===== src/rtl/apb_led_pwm.sv =====
// apb_led_pwm: APB3 slave driving NUM_LED PWM outputs with a shared prescaler
// and period counter.
//
// Ports
//   pclk, presetn        clock, asynchronous active-low reset
//   psel/penable/pwrite  APB control; zero wait states (pready tied high)
//   paddr                register offset, bits [7:2] decoded
//   pwdata/pstrb         write data and byte strobes
//   prdata               combinational read data, 0 when not reading
//   led_o                registered PWM outputs
//
// Register map (word offsets)
//   0x00 CTRL   bit0 EN, bit1 POL (active-low LEDs)
//   0x04 PRESC  [15:0]
//   0x08 PERIOD [7:0]
//   0x0C STATUS read-only, current CNT[7:0]
//   0x10+4*i DUTY_i [7:0]
//
// Build option
//   APB_LED_PSTRB_EN  when defined, honour pstrb per byte; otherwise every
//                     write updates the full word.
module apb_led_pwm #(
   parameter int unsigned PADDR_WIDTH = 16,
   parameter int unsigned DATA_WIDTH  = 32,
   parameter int unsigned NUM_LED     = 4
) (
   input  logic                    pclk,
   input  logic                    presetn,
   input  logic                    psel,
   input  logic                    penable,
   input  logic                    pwrite,
   input  logic [PADDR_WIDTH-1:0]  paddr,
   input  logic [DATA_WIDTH-1:0]   pwdata,
   input  logic [DATA_WIDTH/8-1:0] pstrb,
   output logic                    pready,
   output logic [DATA_WIDTH-1:0]   prdata,
   output logic [NUM_LED-1:0]      led_o
);

   localparam int unsigned STRB_W   = DATA_WIDTH / 8;
   localparam int unsigned PRESC_W  = 16;
   localparam int unsigned CNT_W    = 8;
   localparam int unsigned CTRL_W   = 2;
   localparam int unsigned IDX_W    = 6;
   localparam int unsigned DUTY_IDX = 4;

   localparam logic [IDX_W-1:0] IDX_CTRL   = 6'd0;
   localparam logic [IDX_W-1:0] IDX_PRESC  = 6'd1;
   localparam logic [IDX_W-1:0] IDX_PERIOD = 6'd2;
   localparam logic [IDX_W-1:0] IDX_STATUS = 6'd3;

   logic [CTRL_W-1:0]  ctrl_q,   ctrl_d;
   logic [PRESC_W-1:0] presc_q,  presc_d;
   logic [CNT_W-1:0]   period_q, period_d;
   logic [CNT_W-1:0]   duty_q [NUM_LED];
   logic [CNT_W-1:0]   duty_d [NUM_LED];
   logic [PRESC_W-1:0] pcnt_q,   pcnt_d;
   logic [CNT_W-1:0]   cnt_q,    cnt_d;
   logic [NUM_LED-1:0] led_q,    led_d;

   logic [IDX_W-1:0]      addr_idx;
   logic                  wr_en;
   logic                  wr_ctrl, wr_presc, wr_period;
   logic [NUM_LED-1:0]    wr_duty;
   logic [STRB_W-1:0]     byte_en;
   logic [DATA_WIDTH-1:0] wmask;
   logic [CTRL_W-1:0]     ctrl_wval;
   logic [PRESC_W-1:0]    presc_wval;
   logic [CNT_W-1:0]      period_wval;
   logic [CNT_W-1:0]      duty_wval [NUM_LED];
   logic                  tick;
   logic [DATA_WIDTH-1:0] rdata;

   assign addr_idx = paddr[7:2];
   assign wr_en    = psel & penable & pwrite;
   assign pready   = 1'b1;

`ifdef APB_LED_PSTRB_EN
   assign byte_en = pstrb;
   logic unused_ok;
   assign unused_ok = ^{paddr[PADDR_WIDTH-1:8], paddr[1:0]};
`else
   assign byte_en = '1;
   logic unused_ok;
   assign unused_ok = ^{paddr[PADDR_WIDTH-1:8], paddr[1:0], pstrb};
`endif

   // Expand byte enables to a bit mask.
   always_comb begin
      wmask = '0;
      for (int b = 0; b < int'(STRB_W); b++) begin
         wmask[b*8 +: 8] = {8{byte_en[b]}};
      end
   end

   // Merged write values: untouched bytes keep their current contents.
   always_comb begin
      ctrl_wval   = CTRL_W'((DATA_WIDTH'(ctrl_q) & ~wmask) | (pwdata & wmask));
      presc_wval  = PRESC_W'((DATA_WIDTH'(presc_q) & ~wmask) | (pwdata & wmask));
      period_wval = CNT_W'((DATA_WIDTH'(period_q) & ~wmask) | (pwdata & wmask));
      for (int i = 0; i < int'(NUM_LED); i++) begin
         duty_wval[i] = CNT_W'((DATA_WIDTH'(duty_q[i]) & ~wmask) | (pwdata & wmask));
      end
   end

   // Address decode for writes; STATUS and unmapped offsets are ignored.
   always_comb begin
      wr_ctrl   = wr_en && (addr_idx == IDX_CTRL);
      wr_presc  = wr_en && (addr_idx == IDX_PRESC);
      wr_period = wr_en && (addr_idx == IDX_PERIOD);
      wr_duty   = '0;
      for (int i = 0; i < int'(NUM_LED); i++) begin
         wr_duty[i] = wr_en && (addr_idx == IDX_W'(DUTY_IDX + i));
      end
   end

   // Register file next state.
   always_comb begin
      ctrl_d   = ctrl_q;
      presc_d  = presc_q;
      period_d = period_q;
      duty_d   = duty_q;
      if (wr_ctrl)   ctrl_d   = ctrl_wval;
      if (wr_presc)  presc_d  = presc_wval;
      if (wr_period) period_d = period_wval;
      for (int i = 0; i < int'(NUM_LED); i++) begin
         if (wr_duty[i]) duty_d[i] = duty_wval[i];
      end
   end

   // Prescaler and period counter; a restarting write beats a same-cycle tick.
   always_comb begin
      pcnt_d = pcnt_q;
      cnt_d  = cnt_q;
      tick   = ctrl_q[0] && (pcnt_q == presc_q);
      if (wr_presc || wr_period || (wr_ctrl && !ctrl_wval[0]) || !ctrl_q[0]) begin
         pcnt_d = '0;
         cnt_d  = '0;
      end else if (tick) begin
         pcnt_d = '0;
         cnt_d  = (cnt_q >= period_q) ? '0 : cnt_q + CNT_W'(1);
      end else begin
         pcnt_d = pcnt_q + PRESC_W'(1);
      end
   end

   // Compare stage; POL inverts so that EN=0 parks every LED at its off level.
   always_comb begin
      led_d = '0;
      for (int i = 0; i < int'(NUM_LED); i++) begin
         led_d[i] = (ctrl_q[0] & (cnt_q < duty_q[i])) ^ ctrl_q[1];
      end
   end

   always_ff @(posedge pclk or negedge presetn) begin
      if (!presetn) begin
         ctrl_q   <= '0;
         presc_q  <= '0;
         period_q <= '0;
         pcnt_q   <= '0;
         cnt_q    <= '0;
         led_q    <= '0;
         for (int i = 0; i < int'(NUM_LED); i++) begin
            duty_q[i] <= '0;
         end
      end else begin
         ctrl_q   <= ctrl_d;
         presc_q  <= presc_d;
         period_q <= period_d;
         pcnt_q   <= pcnt_d;
         cnt_q    <= cnt_d;
         led_q    <= led_d;
         for (int i = 0; i < int'(NUM_LED); i++) begin
            duty_q[i] <= duty_d[i];
         end
      end
   end

   assign led_o = led_q;

   // Read mux, only active during a read transfer.
   always_comb begin
      rdata = '0;
      if (psel && !pwrite) begin
         case (addr_idx)
            IDX_CTRL:   rdata[CTRL_W-1:0]  = ctrl_q;
            IDX_PRESC:  rdata[PRESC_W-1:0] = presc_q;
            IDX_PERIOD: rdata[CNT_W-1:0]   = period_q;
            IDX_STATUS: rdata[CNT_W-1:0]   = cnt_q;
            default: begin
               for (int i = 0; i < int'(NUM_LED); i++) begin
                  if (addr_idx == IDX_W'(DUTY_IDX + i)) rdata[CNT_W-1:0] = duty_q[i];
               end
            end
         endcase
      end
   end

   assign prdata = rdata;

endmodule


===== config.mk =====
export PLATFORM = sky130hd
export DESIGN_NAME = apb_led_pwm
export DESIGN_NICKNAME = d
export VERILOG_FILES = /design/src/rtl/apb_led_pwm.sv
export SDC_FILE = /design/constraint.sdc
export NUM_CORES = 1
export LEC_CHECK = 0
export BUFFER_PORTS_ARGS = -buffer_cell sky130_fd_sc_hd__buf_2
export CAP_MARGIN = 25
export CORE_UTILIZATION = 30
export CTS_BUF_LIST = sky130_fd_sc_hd__clkbuf_8 sky130_fd_sc_hd__clkbuf_16
export CTS_CLUSTER_SIZE = 30
export DETAILED_ROUTE_END_ITERATION = 16
export GPL_TIMING_DRIVEN = 0
export PLACE_DENSITY = 0.49
export SYNTH_ARGS = -nofsm -noshare
export SYNTH_HDL_FRONTEND = slang
export SYNTH_SLANG_ARGS = --single-unit

===== constraint.sdc =====
create_clock -name pclk -period 2.9 [get_ports pclk]
set_clock_uncertainty 0.05 [all_clocks]
set_input_delay 0.58 -clock pclk [delete_from_list [all_inputs] [get_ports pclk]]
set_output_delay 0.58 -clock pclk [all_outputs]
set_load 0.01 [all_outputs]

## After elaboration in Yosys (flattened, before gate mapping)

Index checks and enable logic that the tools add are counted.

| storage, ports and cells | value |
|---|---|
| input port bits | 57 |
| flip-flop bits (word level) | 86 |
| logic and storage cells | 66 |

| operators by class | value |
|---|---|
| $add $sub $neg | 2 |
| reductions and logical operators | 18 |
| equality and inequality tests | 8 |
| order comparisons | 5 |
| muxes and demuxes | 13 |
| bitwise gates (word level) | 10 |

Operator list:

| operator | number |
|---|---|
| $mux 8 | 8 |
| $mux 16 | 3 |
| $lt 8x8->1 | 4 |
| $eq 6x3->1 const B | 4 |
| $pmux 6 s4 | 1 |
| $add 16x1->16 const B | 1 |
| $eq 16x16->1 | 1 |
| $eq 6x2->1 const B | 2 |
| $logic_and 1x1->1 | 10 |
| $add 8x1->8 const B | 1 |
| $ge 8x8->1 | 1 |
| $pmux 2 s4 | 1 |
| $and 1x1->1 | 6 |
| $eq 6x1->1 const B | 1 |
| $logic_not 6->1 | 1 |
| $xor 1x1->1 | 4 |
| $logic_not 1->1 | 3 |
| $logic_or 1x1->1 | 3 |
| $reduce_bool 2->1 | 1 |

## Depth between registers and ports, before layout

| logic depth | value |
|---|---|
| depth in word-level cells | 7 |
| depth in mapped cells | 9 |
| depth with buffers taken out | 7 |

## Worst setup path before layout

No wires, ideal clock.

| timing path | value |
|---|---|
| kind | input -> output |
| start point | input paddr[2] |
| end point | output prdata[6] |
| path slack | 0.416 ns |
| data arrival time | 1.854 ns |
| path buffers | 2 |
| stages | 7 |
| path through | buf_2 -> buf_1 -> mux2_2 -> a22oi_1 -> nor2_1 -> a21oi_1 -> nor2_1 |

| on the way | value |
|---|---|
| cells in the longest elaborated chain, start to end | 7 |

Ends and longest elaborated chain:

| element | line | RTL |
|---|---|---|
| from (decl) | 32 | `input logic [PADDR_WIDTH-1:0] paddr,` |
| $eq 6x3->1 | 192 | `if (addr_idx == IDX_W'(DUTY_IDX + i)) rdata[CNT_W-1:0] = duty_q[i];` |
| $mux 8 (4 in a row) | 192 |  |
| $pmux 6 s4 * | 185 | `case (addr_idx)` |
| $mux 16 * | 184 | `if (psel && !pwrite) begin` |
| to (decl) | 36 | `output logic [DATA_WIDTH-1:0] prdata,` |

Mark *: on every way between the ends. The rest lies on a longest branch, timed or not.

## Worst setup path in the final report

| timing path | value |
|---|---|
| start point | input paddr[3] |
| end point | output prdata[0] |

| on the way | value |
|---|---|
| cells in the longest elaborated chain, start to end | 7 |

Ends and longest elaborated chain:

| element | line |
|---|---|
| $eq 6x3->1 | 192 |
| $mux 8 (4 in a row) | 192 |
| $pmux 2 s4 * | 185 |
| $mux 16 * | 184 |

Marks and branches as above.

==> impl_metrics.env <==
export IMPL_seqPwrFrac=0.429
export IMPL_grt_max_degree=49
export IMPL_htreeDepth=3
export IMPL_drcViolationCount=0
export IMPL_first_iter_violations=240
export IMPL_synth_area_top_cells="dfrtp_1 39%, mux2_2 8.9%, ha_1 8.7%"
export IMPL_antenna_left=0
export IMPL_die_w_microns=137
export IMPL_fmax_ghz=0.367
export IMPL_vias_per_cell=4.94
export IMPL_worst_path_buf_inv=4
export IMPL_worstSetupPathType="primary input to output pin"
export IMPL_clock_path_buffers=2
export IMPL_num_vias=4172
export IMPL_syn_inst=540
export IMPL_slew_violations=0
export IMPL_critPathLaunchType="primary input"
export IMPL_final_period_utilization=0.939
export IMPL_multiInputGateArea_sq_um=2990
export IMPL_initial_core_util=0.312
export IMPL_worst_path_stages=7
export IMPL_maxCapViolCount=0
export IMPL_power_switching_mw=0.787
export IMPL_grt_antenna_before_repair=0
export IMPL_finalSetupViolCount=0
export IMPL_fin_util=0.366
export IMPL_die_h_microns=137
export IMPL_tritoncts="yes"
export IMPL_netlist_cell_type_count=50
export IMPL_core_area_sq_um=17500
export IMPL_area_growth_pct=17.6
export IMPL_cp_top_family="buffers and inverters"
export IMPL_cts_root_buf="clkbuf_16"
export IMPL_finalCriticalPeriod_ps=2720
export IMPL_slew_headroom=0.431
export IMPL_hold_violations=0
export IMPL_grt_pass1_vias=3965
export IMPL_yosysSeqAreaShare=0.394
export IMPL_crit_slowest_cell="mux4_2"
export IMPL_peakVddDrop_v=0.000276
export IMPL_path_cells="buf_2 -> clkbuf_4 -> clkbuf_2 -> mux4_2 -> a22oi_1 -> nor2_1 -> buf_2"
export IMPL_stdcell_area_sq_um=6430
export IMPL_total_power_mw=3.02
export IMPL_worst_path_most_repeated_cell="buf_2"
export IMPL_wl_microns=13900
export IMPL_endpoint_kind="output pin"
export IMPL_rsz0062_at_grt="no"
export IMPL_drtPass1Iterations=5
export IMPL_critPathRequiredTime_ps=2270
export IMPL_status="finished clean"
export IMPL_seqCellArea_sq_um=2150
export IMPL_clock_sinks=86
export IMPL_io_pins=94
export IMPL_finalNetCount=709
export IMPL_cts_hold_fix_buffers=0
export IMPL_worstPathArrival_ps=2090
export IMPL_cts_inserted_buffers=9
export IMPL_grt_usage=0.160
export IMPL_clk_latency_ps=350
export IMPL_n_antenna_cell=0
export IMPL_syn_area_per_cell_sq_um=10.1
export IMPL_synth_warnings=0
export IMPL_gp_congestion=0.803
export IMPL_final_cells=844
export IMPL_grt_pass1_wl_microns=22300
export IMPL_swShare=0.260
export IMPL_row_count=48
export IMPL_slowest_delay_ps=350
export IMPL_clockPowerShare=0.432
export IMPL_p_comb_frac=0.139
export IMPL_place_port_buffers=46
export IMPL_cp_max_fo=10
export IMPL_synth_largest_type_area_fraction=0.394
export IMPL_total_leakage_power_nw=3.15
export IMPL_dp_cells=828
export IMPL_post_cts_buffers=0
export IMPL_dpl_cell_area_sq_um=6070
export IMPL_grt_overflow=0
export IMPL_hpwl_microns=10600
export IMPL_synthArstFlopShare=1.00
export IMPL_fill_cells=1769
export IMPL_ys_ff_latch=86
export IMPL_reg2reg_depth=8
export IMPL_synth_edf_count=0
export IMPL_clk_pin_slew_worst_paths_ps=70
export IMPL_synthesis_area_sq_um=5470
export IMPL_setup_reg_to_reg_worst_slack_ps=280
export IMPL_yosysTopAreaCell="dfrtp_1"
export IMPL_power_per_cell_area_nw_per_um2=470
export IMPL_hold_class="primary input to asynchronous set/reset pin"
export IMPL_die_area_sq_um=18800
export IMPL_synthFlopType="dfrtp_1"
export IMPL_drive_gt1_frac=0.257
export IMPL_wl_per_cell_microns=16.5
export IMPL_tightest_slew_ps=848
export IMPL_power_internal_mw=2.24
## flip-flops by register name, summed over array words and instances, names as in the netlist
signal	cells
pcnt_q	16
ctrl_q	2
presc_q	16
led_o	4
period_q	8
cnt_q	8
duty_q	32
## power groups by stage
stage / Sequential, mW / Clock [mW] / Combinational [mW]
floorplan: 1.31 / 0 / 0.276
global placement: 1.32 / 0 / 0.410
detailed placement: 1.32 / 0 / 0.416
CTS: 1.30 / 1.34 / 0.420
global route: 1.30 / 1.38 / 0.469
finish: 1.30 / 1.31 / 0.421
## cells in the mapped netlist, types with 7 or more instances
cell type,count
a21o_1,9
a21oi_1,17
a22oi_1,8
and2_1,12
buf_4,18
clkbuf_1,11
dfrtp_1,86
ha_1,38
inv_1,38
mux2_2,43
mux4_2,10
nand2_1,40
nand2b_1,10
nand3_1,10
nand4_1,8
nor2_1,43
nor3_1,7
nor4_1,7
o211ai_1,13
o21a_1,9
o21ai_0,26
xor2_1,26
## worst paths after layout
| check | startpoint | end |
|---|---|---|
| worst max-delay path | paddr[3] | prdata[0] |
| worst min-delay path | presetn | duty_q[6] |
| worst max register to register | cnt_q[0] | cnt_q[1] |
| worst min register to register | pcnt_q[0] | pcnt_q[0] |
| max in group asynchronous | presetn | presc_q[15] |
| min in group pclk | pwdata[14] | presc_q[14] |
## per-stage QoR
step	hold WS (ps)	setup slack, ps	setup TNS, ps
6_report	151	177	0
5_1_grt	185	37.6	0
4_1_cts	168	34.8	0
3_5_place_dp	449	-328	-1670
3_3_place_gp	437	-338	-1720
2_1_floorplan	234	416	0
## cells by family after synthesis
group                      Yosys count  synth area share
AOI/OAI and AO/OA                   97             0.121
other                                2           0.00137
adders and majority gates           38            0.0870
DFF                                 86             0.394
buffers and inverters               76            0.0719
xor gates and xnor gates            30            0.0481
and+or+nand+nor                    153             0.138
muxes                               58             0.139
## layer usage
metal	GRT usage	wire, microns
met1	0.234	7000
met2	0.235	6090
met3	0.0237	605
met4	0.0617	233
met5	0	0
## layout make-up
| cell class | count | share of cell area |
|---|---|---|
| Buffer | 38 | 0.0413 |
| Clock buffer | 11 | 0.0393 |
| Clock inverter | 5 | 0.0127 |
| Inverter | 38 | 0.0222 |
| Multi-Input combinational cell | 393 | 0.465 |
| Sequential cell | 86 | 0.335 |
| Tap cell | 225 | 0.0438 |
| Timing Repair Buffer | 48 | 0.0413 |
## layout by cell type (no fill, tap or decap), types with 10 or more instances in the layout
master,synthesis,routed
o21ai_0,26,26
conb_1,2,17
buf_2,4,48
o211ai_1,13,13
mux2_2,43,43
inv_1,38,38
buf_4,18,19
mux4_2,10,10
a21oi_1,17,17
nand2b_1,10,10
nand3_1,10,10
xor2_1,26,26
and2_1,12,12
nor2_1,43,42
nand2_1,40,40
dfrtp_1,86,86
ha_1,38,38
## timing repair
action                     in CTS  in global routing
setup endpoints to repair       8                 15
pin swaps                       0                  0
resized for setup               3                  7
gates cloned                    0                  0
Note: power is estimated with default switching activity, not from simulation.
